### config.mk
export PLATFORM = sky130hd
export DESIGN_NAME = track_ingre_ctrl_flat
export DESIGN_NICKNAME = d
export VERILOG_FILES = /design/src/rtl/track_ingre_ctrl_if.sv /design/src/rtl/track_ingre_ctrl.sv /design/src/flat_wrapper.sv
export SDC_FILE = /design/constraint.sdc
export NUM_CORES = 1
export LEC_CHECK = 0
export BUFFER_PORTS_ARGS = -buffer_cell sky130_fd_sc_hd__buf_2
export CAP_MARGIN = 10
export CORE_MARGIN = 1.5
export CORE_UTILIZATION = 35
export CTS_CLUSTER_SIZE = 10
export DETAILED_ROUTE_END_ITERATION = 16
export PLACE_DENSITY_LB_ADDON = 0.1
export SLEW_MARGIN = 20
export SYNTH_ARGS = -nofsm -noshare
export SYNTH_HDL_FRONTEND = slang
export SYNTH_SLANG_ARGS = --single-unit
### constraint.sdc
create_clock -name clk -period 6.4 [get_ports clk]
set_input_delay 1.28 -clock clk [delete_from_list [all_inputs] [get_ports clk]]
set_output_delay 1.28 -clock clk [all_outputs]
set_load 0.02 [all_outputs]
### src/rtl/track_ingre_ctrl_if.sv
// Control/status bundle between the game sequencer and the falling-ingredient
// track controller. The slave modport is the controller's view.
interface track_ingre_ctrl_if;
    logic       frame_tick;
    logic       start;
    logic       stop;
    logic       pause;
    logic       hit;
    logic [6:0] y_pos;
    logic       count;
    logic       active;
    logic       hit_ack;
    logic       miss_pulse;
    logic [7:0] score;

    modport master (
        output frame_tick, start, stop, pause, hit,
        input  y_pos, count, active, hit_ack, miss_pulse, score
    );

    modport slave (
        input  frame_tick, start, stop, pause, hit,
        output y_pos, count, active, hit_ack, miss_pulse, score
    );
endinterface

### src/rtl/track_ingre_ctrl.sv
// Falling-ingredient track controller: drops a glyph one row every
// STEP_FRAMES frames, scores catches, and flashes the glyph on a miss
// before respawning it at the top.
module track_ingre_ctrl #(
    parameter int STEP_FRAMES  = 2,
    parameter int Y_START      = 0,
    parameter int Y_MAX        = 59,
    parameter int FLASH_FRAMES = 8
) (
    input  logic               clk,
    input  logic               rst_n,
    track_ingre_ctrl_if.slave  bus
);

    typedef enum logic [1:0] {IDLE, FALL, FLASH} state_t;

    state_t     state, state_nx;
    logic [7:0] div, div_nx;
    logic [7:0] fcnt, fcnt_nx;
    logic [7:0] score, score_nx;
    logic [6:0] y, y_nx;
    logic       cnt, cnt_nx;
    logic       act, act_nx;
    logic       ack, ack_nx;
    logic       miss, miss_nx;

    localparam logic [7:0] STEP_LAST  = 8'(STEP_FRAMES - 1);
    localparam logic [7:0] FLASH_LAST = 8'(FLASH_FRAMES - 1);
    localparam logic [6:0] Y_TOP      = 7'(Y_START);
    localparam logic [6:0] Y_BOT      = 7'(Y_MAX);

    // State and all outputs live in flops; outputs are the flop values.
    always_ff @(posedge clk or negedge rst_n) begin
        if (!rst_n) begin
            state <= IDLE;
            div   <= '0;
            fcnt  <= '0;
            score <= '0;
            y     <= '0;
            cnt   <= 1'b0;
            act   <= 1'b0;
            ack   <= 1'b0;
            miss  <= 1'b0;
        end else begin
            state <= state_nx;
            div   <= div_nx;
            fcnt  <= fcnt_nx;
            score <= score_nx;
            y     <= y_nx;
            cnt   <= cnt_nx;
            act   <= act_nx;
            ack   <= ack_nx;
            miss  <= miss_nx;
        end
    end

    // Next-state logic: stop overrides everything, a catch beats a step,
    // and pause only freezes the falling phase (the flash keeps running).
    always_comb begin
        state_nx = state;
        div_nx   = div;
        fcnt_nx  = fcnt;
        score_nx = score;
        y_nx     = y;
        cnt_nx   = cnt;
        ack_nx   = 1'b0;
        miss_nx  = 1'b0;

        if (bus.stop) begin
            state_nx = IDLE;
            div_nx   = '0;
            fcnt_nx  = '0;
            y_nx     = '0;
            cnt_nx   = 1'b0;
        end else begin
            case (state)
                IDLE: begin
                    if (bus.start) begin
                        state_nx = FALL;
                        div_nx   = '0;
                        fcnt_nx  = '0;
                        score_nx = '0;
                        y_nx     = Y_TOP;
                        cnt_nx   = 1'b0;
                    end
                end
                FALL: begin
                    if (!bus.pause) begin
                        if (bus.hit) begin
                            ack_nx   = 1'b1;
                            score_nx = (score == 8'hFF) ? score : score + 8'd1;
                            y_nx     = Y_TOP;
                            div_nx   = '0;
                            cnt_nx   = ~cnt;
                        end else if (bus.frame_tick) begin
                            if (div == STEP_LAST) begin
                                div_nx = '0;
                                if (y < Y_BOT) begin
                                    y_nx = y + 7'd1;
                                end else begin
                                    miss_nx  = 1'b1;
                                    state_nx = FLASH;
                                    fcnt_nx  = '0;
                                end
                            end else begin
                                div_nx = div + 8'd1;
                            end
                        end
                    end
                end
                FLASH: begin
                    if (bus.frame_tick) begin
                        if (fcnt == FLASH_LAST) begin
                            state_nx = FALL;
                            fcnt_nx  = '0;
                            div_nx   = '0;
                            y_nx     = Y_TOP;
                            cnt_nx   = 1'b0;
                        end else begin
                            fcnt_nx = fcnt + 8'd1;
                            cnt_nx  = ~cnt;
                        end
                    end
                end
                default: state_nx = IDLE;
            endcase
        end

        act_nx = (state_nx != IDLE);
    end

    assign bus.y_pos      = y;
    assign bus.count      = cnt;
    assign bus.active     = act;
    assign bus.hit_ack    = ack;
    assign bus.miss_pulse = miss;
    assign bus.score      = score;

endmodule

### src/flat_wrapper.sv
// flat-port wrapper written by rule: the top's interface ports become plain ports
module track_ingre_ctrl_flat 
#(
    parameter int STEP_FRAMES  = 2,
    parameter int Y_START      = 0,
    parameter int Y_MAX        = 59,
    parameter int FLASH_FRAMES = 8
)
  (clk, rst_n, bus_frame_tick, bus_start, bus_stop, bus_pause, bus_hit, bus_y_pos, bus_count, bus_active, bus_hit_ack, bus_miss_pulse, bus_score);
  track_ingre_ctrl_if bus_i ();
  input  logic clk;
  input  logic rst_n;
  input wire logic [$bits(bus_i.frame_tick)-1:0] bus_frame_tick;
  input wire logic [$bits(bus_i.start)-1:0] bus_start;
  input wire logic [$bits(bus_i.stop)-1:0] bus_stop;
  input wire logic [$bits(bus_i.pause)-1:0] bus_pause;
  input wire logic [$bits(bus_i.hit)-1:0] bus_hit;
  output wire logic [$bits(bus_i.y_pos)-1:0] bus_y_pos;
  output wire logic [$bits(bus_i.count)-1:0] bus_count;
  output wire logic [$bits(bus_i.active)-1:0] bus_active;
  output wire logic [$bits(bus_i.hit_ack)-1:0] bus_hit_ack;
  output wire logic [$bits(bus_i.miss_pulse)-1:0] bus_miss_pulse;
  output wire logic [$bits(bus_i.score)-1:0] bus_score;
  assign bus_i.frame_tick = bus_frame_tick;
  assign bus_i.start = bus_start;
  assign bus_i.stop = bus_stop;
  assign bus_i.pause = bus_pause;
  assign bus_i.hit = bus_hit;
  assign bus_y_pos = bus_i.y_pos;
  assign bus_count = bus_i.count;
  assign bus_active = bus_i.active;
  assign bus_hit_ack = bus_i.hit_ack;
  assign bus_miss_pulse = bus_i.miss_pulse;
  assign bus_score = bus_i.score;
  track_ingre_ctrl #(.STEP_FRAMES(STEP_FRAMES), .Y_START(Y_START), .Y_MAX(Y_MAX), .FLASH_FRAMES(FLASH_FRAMES)) u_core (.clk(clk), .rst_n(rst_n), .bus(bus_i));
endmodule
-- Yosys cells after proc, flatten, opt, wreduce, memory -nomap -nowiden
Cells that the tools add are included.
Widths: inputs -> output; s select.
- order comparisons: 1
- add/sub/neg operators: 4
- reduce and logical (&&, ||, !) cells: 9
- mux-type cells: 60
- bitwise operators: 2
- equality and inequality tests: 21
- operator list (operator ; count):
    $mux 8 ; 19
    $mux 7 ; 9
    $pmux 8 s3 ; 2
    $add 8x1->8 const B ; 3
    $ne 3x3->1 const B ; 7
    $pmux 7 s3 ; 1
    $mux 2 ; 9
    $mux 1 ; 17
    $pmux 8 s2 ; 1
    $reduce_and 8->1 ; 2
    $reduce_and 6->1 ; 2
    $eq 8x1->1 const B ; 1
    $eq 8x3->1 const B ; 1
    $eq 8x8->1 const B ; 1
    $ne 2x2->1 const B ; 4
    $ne 4x3->1 const B ; 2
    $add 7x1->7 const B ; 1
    $lt 7x6->1 const B ; 1
    $ne 3x2->1 const B ; 2
    $pmux 2 s3 ; 1
    $reduce_and 5->1 ; 1
    $ne 4x4->1 const B ; 1
    $reduce_bool 2->1 ; 2
    $reduce_bool 4->1 ; 1
    5 further kinds ; 6
- flip-flop bits (word level): 37

-- Depth between registers and ports, before layout
Gate-level depths: netlist of run 1.
- word-level depth: 9
- depth in mapped cells: 8
- mapped depth without buffers: 7

-- Worst setup path before layout of run 1
Ideal clock, no wire load.
- path kind: in2reg
- start: input port bus_frame_tick
- end: register u_core.y[4], in the netlist u_core.bus.y_pos[4]
- arrival: 3.085 ns
- stages: 5
- setup time: 0.066 ns
- data required time: 6.334 ns
- setup slack: 3.249 ns
- path buffers: 0
- cells stage by stage: or4b_1 -> a2111o_1 -> a2111o_1 -> or4_1 -> nand2_1
- word-level cells in the longest chain between the ends: 2
- elaborated cells on any way between the ends: 3
- those cells by class: eq/ne (2); reduce/logical (1)
- RTL lines (element ; RTL line ; text):
    start: declaration ; flat_wrapper.sv:13 ; input wire logic [$bits(bus_i.frame_tick)-1:0] bus_frame_tick;
    $ne 4x4->1 (no line) / $ne 3x3->1 (equally long branches) ; -- ;
    $reduce_and 8->1 (no line) (*) ; -- ;
    end signal: assignment ; track_ingre_ctrl.sv:49 ; y <= y_nx;
    end: declaration ; track_ingre_ctrl.sv:21 ; logic [6:0] y, y_nx;
Mark *: on every way between the ends. The rest lies on a longest branch, timed or not.
A chain may end at the register's enable or synchronous reset.

-- Final worst setup path of run 1
- start: input port bus_frame_tick
- end: register u_core.fcnt[2]
- word-level cells in the longest chain between the ends: 2
- elaborated cells on any way between the ends: 3
- those cells by class: eq/ne (2); reduce/logical (1)
- RTL lines (element ; RTL line ; text):
    $ne 3x3->1 (no line) ; -- ;
    $reduce_and 8->1 (no line) (*) ; -- ;
    end signal: assignment ; track_ingre_ctrl.sv:47 ; fcnt <= fcnt_nx;
    end: declaration ; track_ingre_ctrl.sv:19 ; logic [7:0] fcnt, fcnt_nx;
Marked as above.

==> results of run 1 <==
[flip-flops by register name (all words and copies together) (netlist names)]
register and flops:
u_core.state 2, u_core.bus.y_pos 7, u_core.bus.hit_ack 1, u_core.bus.score 8
u_core.div 8, u_core.bus.active 1, u_core.bus.count 1, u_core.bus.miss_pulse 1
u_core.fcnt 8
[placed cells by master (no fill, tap or decap), types with 3 or more instances in the layout]
cell	n
buf_2	25
or4_1	5
o211ai_1	3
nor3b_1	3
a21oi_1	6
xnor2_1	6
o21ai_0	19
o311ai_0	3
nand2b_1	6
dfrtp_1	37
nor2_1	18
clkbuf_8	6
inv_1	12
nand3_1	20
a211oi_1	5
o31ai_1	9
buf_4	3
nor3_1	4
ha_1	9
nand2_1	20
and3_1	7
a21o_1	4
[cells in the mapped netlist, types with 2 or more instances]
| master | n | area share, % |
|---|---|---|
| a2111o_1 | 2 | 1.0 |
| a211oi_1 | 5 | 1.7 |
| a21o_1 | 4 | 1.4 |
| a21oi_1 | 6 | 1.4 |
| a31oi_1 | 2 | 0.58 |
| and2_1 | 2 | 0.58 |
| and3_1 | 7 | 2.0 |
| clkbuf_1 | 6 | 1.0 |
| dfrtp_1 | 37 | 43 |
| ha_1 | 9 | 5.2 |
| inv_1 | 12 | 2.1 |
| mux2i_1 | 2 | 0.93 |
| nand2_1 | 20 | 3.5 |
| nand2b_1 | 6 | 1.7 |
| nand3_1 | 20 | 4.6 |
| nand4_1 | 2 | 0.58 |
| nor2_1 | 18 | 3.1 |
| nor2b_1 | 2 | 0.58 |
| nor3_1 | 4 | 0.93 |
| nor3b_1 | 3 | 1.0 |
| nor4_1 | 2 | 0.58 |
| o211ai_1 | 3 | 1.0 |
| o21ai_0 | 19 | 4.4 |
| o311ai_0 | 4 | 1.6 |
| o31a_1 | 2 | 0.81 |
| o31ai_1 | 9 | 3.1 |
| or2_2 | 2 | 0.58 |
| or4_1 | 5 | 1.7 |
| or4b_1 | 2 | 0.93 |
| xnor2_1 | 6 | 2.4 |
[per-stage QoR]
stage	utilization (%)	std cells	total power, mW
after global routing	41.41	341	0.4786
after CTS	41.41	341	0.4622
after detailed placement	39.96	334	0.2915
final	41.41	341	0.4538
after floorplan	-	237	0.2724
after global placement	39.96	334	0.2916
[power groups by stage]
stage / clock [mW] / combinational [mW] / sequential, mW
after global routing: 0.185 / 0.0540 / 0.240
after global placement: 0 / 0.0477 / 0.244
after detailed placement: 0 / 0.0476 / 0.244
final: 0.167 / 0.0472 / 0.239
after floorplan: 0 / 0.0264 / 0.246
after CTS: 0.175 / 0.0477 / 0.239
[worst reg2reg max path, delay by kind of cell (launching register included)]
| kind | cells | cell delay (ns) |
|---|---|---|
| and+or+nand+nor | 4 | 1.52 |
| DFF | 1 | 0.43 |
| adders and majority gates | 1 | 0.39 |
| AOI/OAI and AO/OA | 1 | 0.27 |
| buffers and inverters | 1 | 0.10 |
[area by class of cell]
cell class,count,area share (%)
Timing Repair Buffer,28,5.987
Sequential cell,37,37.54
Tap cell,75,3.805
Inverter,12,1.826
Clock buffer,7,3.501
Multi-Input combinational cell,182,47.34
[cell families (layout without fill, tap and decap cells)]
family / count (synthesis) / in the layout / synth area share (%)
xor+xnor: 6 / 6 / 2.432
simple gates: 99 / 99 / 24.38
buf+inv: 18 / 47 / 3.127
compound gates: 65 / 65 / 20.56
mux: 3 / 3 / 1.448
flops: 37 / 37 / 42.85
fa+ha+maj: 9 / 9 / 5.211
[path summary, 6_finish.rpt]
| kind | endpoint | slack, ns | depth (start not counted) |
|---|---|---|---|
| setup / recovery | u_core.fcnt[2] | 3.27 | 7 |
| hold / removal | u_core.fcnt[6] | 0.52 | 1 |
| setup reg to reg | u_core.bus.y_pos[4] | 3.63 | 7 |
| hold reg to reg | u_core.fcnt[6] | 0.52 | 1 |
| max in group asynchronous | u_core.div[2] | 4.77 | 1 |
| min in group asynchronous | u_core.fcnt[3] | 1.09 | 1 |
[metal layers]
layer | wire, um | GRT usage [%] | up-vias
met5 | 0 | 0 | -
met4 | 36 | 3.559 | 0
met3 | 175 | 3.778 | 4
met2 | 2264 | 26.69 | 31
met1 | 2413 | 22.51 | 907
li1 | - | - | 934
==> metrics, run 1 <==
Antenna Cells 0; Fmax 0.3193 GHz; Die H 81.58 um; CP startpoint kind input pin; # rows 28; R2R Path Start u_core.state[1]; CP bufs+invs 2; clock sink total 37; CTS buffer count 5; Worst Path Arrival ~3.3 ns; Initial Utilization 36.28%; Clock Root Buffer clkbuf_8; final WL about 4900 um; Crit-path slowest cell or4b_2; # port buffers 25; hold crit path type reg -> reg; Leakage Power roughly 1.1 nW; VDD IR max roughly 0.085 mV; Max-Cap Viols 0; grt total ovfl 0; sw power ~0.12 mW; Sequential Area 925.9 um^2; core box area about 6000 um^2; PwrDens between 150 and 200 nW/um^2; layout cells sized above 1 around 15%; Seq/Total Area, Yosys approximately 43%; combinational share of power a little over a tenth; P_int between 0.3 and 0.4 mW; Mapped Avg Cell Area 9.117 um^2; Crit path top cell by count o311ai_0; Ports 26; CTS tree done; area of the multi-input gates about 1200 um^2; Skew-Pair Late Insertion Delay slightly below 0.3 ns; Async SR Flop Fraction 100.0%; vias in the first global route around 1800; fin nets roughly 280; ys flop type dfrtp_1; Post-CTS Setup Inserts 0; CP Max Fanout 12; synthesized area between 2000 and 2500 um^2; Fin. Hold Viols 0; RSZ-0062 raised after global routing no; average wire per standard cell 14.34 um; clk_skew 0.007490 ns; # hold bufs at CTS 0; Setup crit end kind flip-flop; #FFs+latches synth 37; design area about 2500 um^2; total number of yosys warnings 0; worst-path cell chain buf_2 > or4b_1 > o311ai_0 > o311ai_1 > buf_4 > or4b_2 > o311ai_0; power share of the sequential group about 53%; Final Max Tran Viols 0; Final period util approximately half; antenna viol nets, final 0; PostCTS Resize Cnt 0; Cell Area, Placed about 2400 um^2; Req. time, crit path between 6 and 7 ns; Post-synth EDFFs 0; Max stage delay on crit path 0.62 ns; launch point of the critical path bus_frame_tick; vias per cell between 5 and 6; Cells after Synth about 240; Worst-Margin Slew a little under 0.9 ns; CP top delay family simple AND/OR/NAND/NOR gates; dpl ws 2.978 ns; DP HPWL 3532 um; fin crit period approximately 3.1 ns; Distinct cells, synth 44; setup ws final between 3 and 4 ns; routability cong. about 0.8; max_slew headroom around 41%; initial antenna violation count 0; Fin Hold WS around 0.52 ns; gr usage total 16.50%; HP Start u_core.fcnt[6]; first-pass GRT wire length roughly 8500 um; Clock Path Buffers 2; outcome complete, no violations; Area Growth Syn to Fin 14.13%; critical path class in -> reg; H-tree levels 2; DRT iter0 DRCs 67; Die Footprint around 6700 um^2; Final TNS setup 0 ns; DRC Markers 0; Worst-path clk slew 0.08 ns; TritonRoute pass-1 iters 4; post-synthesis net count 253; # setup viols final 0; Clk pwr share 36.9%; Via Count ~1900; Sw Share between 20% and 30%; largest net degree at the start of global routing 38; # fillers between 600 and 700; chip width a little over 80 um
No activity file was read; power rests on OpenSTA's default activity.
==> run 2: changes to the inputs <==
Settings changed: ABC_AREA from default to 1.
Clock period 6.4 ns to 3.1 ns, I/O delays scaled along.
==> run 2 against run 1 <==
Count of clock-buffer cells in the layout shrank 2. First-iteration DRC count increased by 42%. Setup slack lost 2.3 ns. Critical path type is now reg -> reg. Non-clock buffer count shrank 3. Cell count grew 42%. Register-to-register slack got worse by 2.7 ns. Routed wire length increased by 23%.
==> metrics, run 2 <==
outcome complete, no violations; total number of yosys warnings 0; Fin. Hold Viols 0; CP bufs+invs 2; clk_skew 0.004461 ns; first-pass GRT wire length between 10000 and 15000 um; top cells by area, synth dfrtp_1 37%, nand2_1 17%, nand3_1 7.3%; Clock Root Buffer clkbuf_8; CP startpoint kind flip-flop; H-tree levels 2; vias per cell 4.769; Post-CTS Setup Inserts 0; Crit path top cell by count nand2_1; layout cells sized above 1 between 10% and 20%; DP HPWL approximately 4300 um; PostCTS Resize Cnt 0; largest net degree at the start of global routing 38; Async SR Flop Fraction 100.0%; chip width about 88 um; Req. time, crit path between 3 and 4 ns; total power of the final layout between 1 and 1.5 mW; commonest cells after routing, fill and taps aside 117 x nand2_1, 41 x inv_1, 40 x nor2_1, 37 x nand3_1, 37 x dfrtp_1; post-synthesis net count approximately 380; Final period util between 70 and 80%; TritonRoute pass-1 iters 4; CTS buffer count 5; # port buffers 25; Sequential Area ~900 um^2; Regs by FF count u_core.bus.score (8), u_core.div (8), u_core.fcnt (8); Die H just under 90 um; dpl ws 0.8657 ns; commonest non-fill, non-tap cell in the layout nand2_1; count leader, synth nand2_1; average wire per standard cell between 10 and 15 um; final WL approximately 6000 um; CP Max Fanout 20; vias in the first global route 2066; area leader, netlist dfrtp_1; fin nets just over 400; Setup crit end kind flip-flop; Leakage Power ~1.5 nW; Area Growth Syn to Fin 10.72%; critical path class reg -> reg; Fmax 0.4591 GHz; # rows 30; max_slew headroom around two fifths; antenna viol nets, final 0; ys flop type dfrtp_1; Worst path depth 10; Crit-path slowest cell dfrtp_1; Via Count around 2300; Clock Path Buffers 2; VDD IR max approximately 0.25 mV; # hold bufs at CTS 0; Ports 26; Final TNS setup 0 ns; Worst-path clk slew 0.08 ns; Post-synth EDFFs 0; PwrDens 358.5 nW/um^2; CTS tree done; Antenna Cells 0; Cells after Synth 366; # setup viols final 0; post-synth top area share a little under two fifths; initial antenna violation count 0; Final Max Tran Viols 0; Worst-Margin Slew between 0.8 and 0.9 ns; Initial Utilization 36.70%; Distinct cells, synth 28; area of the multi-input gates 1369 um^2; DRT iter0 DRCs 95; routability cong. a little over 0.8; Seq/Total Area, Yosys 36.72%; most frequent cells after synthesis 117 x nand2_1, 41 x inv_1, 40 x nor2_1, 37 x dfrtp_1, 37 x nand3_1; #FFs+latches synth 37; # fillers between 700 and 800; Mapped Avg Cell Area slightly below 7 um^2; cell depth of the worst flop-to-flop path 10; Max-Cap Viols 0; synthesized area 2521 um^2; DRC Markers 0; grt total ovfl 0; CP top delay family simple AND/OR/NAND/NOR gates; worst-path cell chain inv_1 > ha_1 > inv_2 > nor2_1 > nand2_1 > nand3_1 > nor2_1 > nand4_1 > nand2_1 > nand2_1; setup ws final 0.9217 ns; clock sink total 37; RSZ-0062 raised after global routing no; Max stage delay on crit path 0.39 ns; gr usage total 16.75%; core box area about 6900 um^2; Die Footprint ~7700 um^2; fin crit period 2.178 ns; Skew-Pair Late Insertion Delay about 0.29 ns; hold crit path type in -> async; Fin Hold WS 0.4329 ns; Worst Path Arrival ~2.4 ns
==> run 2: changes by cell type after synthesis, moves of 7 or more <==
cell / before / now
and3_1: 7 / 0
inv_1: 12 / 41
nand2_1: 20 / 117
nand3_1: 20 / 37
nand4_1: 2 / 11
nor2_1: 18 / 40
o21ai_0: 19 / 4
o21ai_1: 0 / 12
o31ai_1: 9 / 0
xor2_1: 0 / 8
==> run 2: cell families (layout without fill, tap and decap cells) <==
logic type                 Yosys count  count (layout)  synth area share (%)
xor gates and xnor gates             8               8                 2.779
buffers and inverters               54              77                 8.983
DFF                                 37              37                 36.72
adders and majority gates            9               9                 4.467
and+or+nand+nor                    233             233                 41.29
AOI/OAI and AO/OA                   25              25                 5.757
==> run 2: through the flow <==
stage               util, %  instance area [um^2]  cells
floorplan                 -                  2521    366
global placement      39.38                  2705    477
detailed placement    39.38                  2705    477
CTS                   40.64                  2791    485
global route          40.64                  2791    485
finish                40.64                  2791    485
==> run 2: worst paths after layout <==
| check | endpoint | slack [ns] | start |
|---|---|---|---|
| setup reg to reg | u_core.bus.y_pos[4] | 0.92 | u_core.state[1] |
| hold / removal | u_core.div[3] | 0.43 | rst_n |
| min in group clk | u_core.fcnt[1] | 0.53 | u_core.fcnt[1] |
| max in group asynchronous | u_core.div[6] | 2.09 | rst_n |
| setup / recovery | u_core.bus.y_pos[4] | 0.92 | u_core.state[1] |
| hold reg to reg | u_core.fcnt[1] | 0.53 | u_core.fcnt[1] |
==> run 2: cell type report <==
class                           instances  area share [%]
Tap cell                               96           4.303
Multi-Input combinational cell        275           49.04
Clock inverter                          3          0.6275
Sequential cell                        37           33.17
Inverter                               44           5.917
Clock buffer                            5           2.465
Timing Repair Buffer                   25           4.482
==> run 2: layer usage <==
metal | global-route usage, % | vias up | wire length (um)
met3 | 3.393 | 2 | 222
met5 | 0 | - | 0
met1 | 24.26 | 1070 | 3083
met2 | 25.61 | 38 | 2655
li1 | - | 1203 | -
met4 | 3.896 | 0 | 31
==> run 2: worst register-to-register path, cell delays in order (launching register included) <==
cell and delay [ns]:
dfrtp_1 0.39, inv_1 0.09, ha_1 0.30, inv_2 0.32, nor2_1 0.13, nand2_1 0.11
nand3_1 0.10, nor2_1 0.15, nand4_1 0.27, nand2_1 0.14, nand2_1 0.06
==> run 2: report_power, final <==
part	leakage, nW	internal (mW)	total [mW]	switching (mW)
registers	0.513	0.492	0.504	0.0121
clock network	0.0439	0.156	0.346	0.190
logic	0.924	0.0384	0.150	0.112
